### config.mk
export PLATFORM = sky130hd
export DESIGN_NAME = fetch_stage
export DESIGN_NICKNAME = d
export VERILOG_FILES = /design/src/rtl/fetch_stage.sv
export SDC_FILE = /design/constraint.sdc
export NUM_CORES = 1
export LEC_CHECK = 0
export ABC_CLOCK_PERIOD_IN_PS = 3550
export CAP_MARGIN = 25
export CORE_UTILIZATION = 30
export CTS_CLUSTER_DIAMETER = 150
export CTS_CLUSTER_SIZE = 12
export DETAILED_ROUTE_END_ITERATION = 12
export HOLD_SLACK_MARGIN = 0.15
export PLACE_DENSITY_LB_ADDON = 0.08
export SLEW_MARGIN = 20
export SYNTH_ARGS = -nofsm -noshare
export SYNTH_HDL_FRONTEND = slang
export SYNTH_SLANG_ARGS = --single-unit
### constraint.sdc
create_clock -name CLK -period 3.55 [get_ports CLK]
set_clock_uncertainty 0.1 [all_clocks]
set_input_delay 0.5325 -clock CLK [delete_from_list [all_inputs] [get_ports CLK]]
set_output_delay 0.5325 -clock CLK [all_outputs]
set_load 0.02 [all_outputs]
### src/rtl/fetch_stage.sv
// Instruction-fetch stage with IF/ID pipeline latch.
// Owns the PC, issues I-cache reads and applies the hazard unit's stall and
// flush. Branch/jump redirects also act here. Decode sees {instr, PC+4, valid}.
// A fetched HALT parks the stage in HALT_PEND. If it is not squashed there,
// the stage moves to HALTED and instruction reads stay quiet until reset.
// Ports:
//   CLK, RST         clock, asynchronous active-high reset
//   ihit, imemload   I-cache hit strobe and returned instruction word
//   imemREN          read enable, high only while fetching
//   imemaddr         current PC
//   stall, flush     hazard-unit hold / squash of IF/ID
//   redirect_valid   taken branch/jump target present this cycle
//   redirect_pc      target PC; low two bits forced to zero
//   ifid_instr       latched instruction (0 when invalid)
//   ifid_npc         latched PC+4
//   ifid_valid       IF/ID holds a real instruction
//   halted           sticky HALT-committed flag
module fetch_stage #(
  parameter logic [31:0] PC_INIT = 32'h0000_0000,
  parameter logic [5:0]  HALT_OP = 6'b111111
) (
  input  logic        CLK,
  input  logic        RST,
  input  logic        ihit,
  input  logic [31:0] imemload,
  output logic        imemREN,
  output logic [31:0] imemaddr,
  input  logic        stall,
  input  logic        flush,
  input  logic        redirect_valid,
  input  logic [31:0] redirect_pc,
  output logic [31:0] ifid_instr,
  output logic [31:0] ifid_npc,
  output logic        ifid_valid,
  output logic        halted
);

  localparam int unsigned XLEN = 32;

  typedef enum logic [1:0] {
    FETCH     = 2'd0,
    HALT_PEND = 2'd1,
    HALTED    = 2'd2
  } state_t;

  state_t            state;
  logic [XLEN-1:0]   pc;
  logic [XLEN-1:0]   pc_plus4;
  logic [XLEN-1:0]   target;
  logic              is_halt;

  // Address arithmetic; PC+4 wraps naturally modulo 2^32.
  assign pc_plus4 = pc + XLEN'(4);
  assign target   = {redirect_pc[XLEN-1:2], 2'b00};
  assign is_halt  = (imemload[31:26] == HALT_OP);

  assign imemaddr = pc;
  assign imemREN  = (state == FETCH);

  // PC, IF/ID latch and halt sequencing.
  always_ff @(posedge CLK or posedge RST) begin
    if (RST) begin
      state      <= FETCH;
      pc         <= PC_INIT;
      ifid_instr <= '0;
      ifid_npc   <= '0;
      ifid_valid <= 1'b0;
      halted     <= 1'b0;
    end else begin
      case (state)
        FETCH: begin
          if (flush) begin
            ifid_instr <= '0;
            ifid_npc   <= '0;
            ifid_valid <= 1'b0;
            if (redirect_valid) pc <= target;
          end else if (redirect_valid) begin
            pc         <= target;
            ifid_instr <= '0;
            ifid_npc   <= '0;
            ifid_valid <= 1'b0;
          end else if (stall) begin
            // hold PC and IF/ID even on a hit; the word is refetched later
          end else if (ihit) begin
            ifid_instr <= imemload;
            ifid_npc   <= pc_plus4;
            ifid_valid <= 1'b1;
            // A HALT freezes the PC so a squash can restart cleanly
            if (is_halt) state <= HALT_PEND;
            else         pc    <= pc_plus4;
          end else begin
            ifid_instr <= '0;
            ifid_npc   <= '0;
            ifid_valid <= 1'b0;
          end
        end

        HALT_PEND: begin
          if (flush) begin
            // The HALT was on a squashed path: resume fetching
            ifid_instr <= '0;
            ifid_npc   <= '0;
            ifid_valid <= 1'b0;
            if (redirect_valid) pc <= target;
            state <= FETCH;
          end else if (stall) begin
            // HALT held in IF/ID until decode accepts it
          end else begin
            ifid_instr <= '0;
            ifid_npc   <= '0;
            ifid_valid <= 1'b0;
            halted     <= 1'b1;
            state      <= HALTED;
          end
        end

        HALTED: begin
          // Terminal until reset; all hazard inputs ignored
        end

        default: begin
          state <= FETCH;
        end
      endcase
    end
  end

endmodule
==> results.yml <==
logic_synthesis:
  yosys.area_share.adder: 0.00252
  synth_top_family_by_area: "compound AO/OA/AOI/OAI gates"
  synth_nets: 582
  ys_warn_count: 0
  synth_top_cell_by_area: "dfrtp_1"
  ys_ff_latch: 100
  synth-async-reset-ratio: 1.00
  muxShareOfSynthArea: 0
  synth_area_mm2: 0.00496
  synth_compound_area_frac: 0.239
  synth_top_area_share: 0.505
  seq_area_frac_synth: 0.505
  avgSynthCellArea_um2: 9.70
  syn_inst: 511
  synth_xor_area_frac: 0.0512
  synth_edf_count: 0
  synth_area_leaders: "dfrtp_1, a22o_1, o21ai_0, nand2_1, a21oi_1"
  synth_flop_cell: "dfrtp_1"
  synth_cell_types: 58
  synthSimpleGateAreaFrac: 0.157
timing:
  rsz0062_at_grt: "false"
  hold_viol: 0
  worstMarginPinSlew_ns: 0.691
  fin_crit_sh: 0.800
  final_max_slew_viol_count: 0
  setup_violations: 0
  fin_ws_ns: 0.710
  hold_ws_ns: 0.370
  fmax_mhz: 352
  fin_setup_tns_ns: 0
  slew_headroom: 0.537
  min_period_ns: 2.84
finish:
  drive_above_1_share: 0.0629
  areaGrowthSynthToFinish_pct: 44.4
  nets: 734
  final-seq-area_mm2: 0.00250
  fillCellCount: 1617
  antenna_cells: 0
  multi_input_comb_area_mm2: 0.00224
drt:
  ant_nets: 0
  first_pass_iters: 5
  drc_errors: 0
  vias_per_cell: 5.30
  vias: 4689
  wl_per_cell_um: 18.9
  drtIter0Drc: 319
  drt-total-wl_mm: 16.7
worst_setup_path:
  path_class: "in2reg"
  crit_end: "imemaddr[25]$_DFFE_PP0P_"
  crit_start: "flush"
  cp_num_buf_inv: 1
  rr_worst_depth: 6
  reg2reg_slack_ns: 1.14
  path_cells: "clkdlybuf4s50_1, or2_1, or4_1, o21a_1, and3_1, a221o_1"
  crit_fanout: 12
  r2r-start: "imemaddr[2]$_DFFE_PP0P_"
  cp.arrival_ns: 2.98
  required_ns: 3.69
  max_stage_delay_ns: 0.69
  critPathCaptureType: "register"
  r2r_end: "imemaddr[24]$_DFFE_PP0P_"
  crit_family: "simple AND/OR/NAND/NOR gates"
  path_depth: 6
  slowest_stage: "or4_1"
  start_kind: "input pin"
clock_tree:
  clock_latency_ns: 0.36
  cts_root_buf: "clkbuf_16"
  cts.path.max_buffers: 2
  htree_num_levels: 3
  cts_repair_resize_count: 0
  cts_sinks: 100
  hold_buffers: 0
  post_cts_buffers: 0
  cts_tree: "built"
  cts_inserted_buffers: 9
  clkSlewWorstSetupHoldPaths_ns: 0.08
grt:
  grt_pass1_vias: 4420
  use_met3: 0.0281
  grt_max_degree: 53
  grt_overflow: 0
  antenna_found_initial: 0
  use_met1: 0.268
  top_usage_layer: "met2"
  grt_usage: 0.197
  grt_pass1_wl_mm: 25.2
  grtUsageMet2: 0.317
floorplan:
  dieHeight_um: 131
  die_area_mm2: 0.0170
  die_x_um: 131
  initial_utilization: 0.310
  design.core.area_mm2: 0.0160
  row_count: 46
  io_pins: 169
outcome:
  status: "finished, final reports clean"
power:
  ir_worst_vdd_mv: 0.258
  p_per_area_mw_per_mm2: 350
  leakage_nw: 2.90
placement:
  place_hpwl_mm: 11.9
  dp_slack_ns: 0.355
  place_congestion: 0.838
  portBuffers: 166
flow_run:
  max_cap_violations: 0
worst_hold_path:
  hold_path.class: "reg2reg"
-- layout make-up --
type	instances	area share
clock inverter	7	0.00804
timing repair buffer	182	0.253
tap	216	0.0378
clock buffer	9	0.0315
sequential	100	0.350
multi-input combinational	357	0.313
inverter	13	0.00717
-- layer usage --
metal | up-vias | wire, um
met5 | - | 0
met4 | 0 | 310
met3 | 19 | 855
met2 | 154 | 8130
met1 | 2320 | 7410
li1 | 2196 | -
-- power by group --
part	internal [mW]	total, mW	switching (mW)
Sequential	1.16	1.21	0.0457
Clock	0.488	0.987	0.499
Combinational	0.159	0.306	0.147
Total	1.81	2.50	0.691
-- cell usage in the layout (no fill, tap or decap), types with 13 or more instances in the layout --
cell             synthesis  final
clkdlybuf4s50_1          0    166
dfrtp_1                100    100
nand2_1                 56     55
o21ai_0                 44     44
a22o_1                  38     38
a21oi_1                 33     33
nor2_1                  19     19
nand3_1                 18     18
xnor2_1                 18     18
buf_4                    1     14
nand4_1                 13     13
-- synth_stat cells, types with 4 or more instances --
| cell | n |
|---|---|
| a21oi_1 | 33 |
| a22o_1 | 38 |
| a32oi_1 | 6 |
| and2_1 | 7 |
| and3_1 | 11 |
| and4_1 | 7 |
| buf_2 | 6 |
| clkbuf_1 | 30 |
| dfrtp_1 | 100 |
| inv_1 | 12 |
| nand2_1 | 56 |
| nand2b_1 | 4 |
| nand3_1 | 18 |
| nand4_1 | 13 |
| nor2_1 | 19 |
| nor3_1 | 8 |
| o21ai_0 | 44 |
| o22a_1 | 4 |
| o22ai_1 | 8 |
| o2bb2ai_1 | 4 |
| xnor2_1 | 18 |
| xor2_1 | 11 |
-- registers in the layout, summed over array words and instances, names as in the netlist --
signal	flops
ifid_npc	32
state	2
imemaddr	32
ifid_valid	1
ifid_instr	32
halted	1
-- worst min path at each step --
| stage | endpoint | depth (start not counted) | startpoint | slack, ns |
|---|---|---|---|---|
| global placement | halted$_DFFE_PP0P_ | 1 | halted$_DFFE_PP0P_ | 0.35 |
| detailed placement | halted$_DFFE_PP0P_ | 1 | halted$_DFFE_PP0P_ | 0.35 |
| global route | ifid_npc[10]$_DFFE_PP0P_ | 2 | ifid_npc[10]$_DFFE_PP0P_ | 0.40 |
| CTS | halted$_DFFE_PP0P_ | 1 | halted$_DFFE_PP0P_ | 0.37 |
| floorplan | halted$_DFFE_PP0P_ | 1 | halted$_DFFE_PP0P_ | 0.47 |
| finish | halted$_DFFE_PP0P_ | 1 | halted$_DFFE_PP0P_ | 0.37 |
-- stage by stage --
| stage | util | cell area, um2 | power, mW | instances |
|---|---|---|---|---|
| after detailed placement | 0.429 | 6870 | 1.54 | 868 |
| after global routing | 0.447 | 7150 | 2.59 | 884 |
| after global placement | 0.429 | 6870 | 1.54 | 868 |
| after CTS | 0.447 | 7150 | 2.53 | 884 |
| after floorplan | - | 4960 | 1.35 | 511 |
| final | 0.447 | 7150 | 2.50 | 884 |
-- cell families after synthesis --
logic type | after synthesis
xor gates and xnor gates | 29
adders and majority gates | 1
and+or+nand+nor | 155
buffers and inverters | 54
AOI/OAI and AO/OA | 172
DFF | 100
Note: power is estimated with default switching activity, not from simulation.
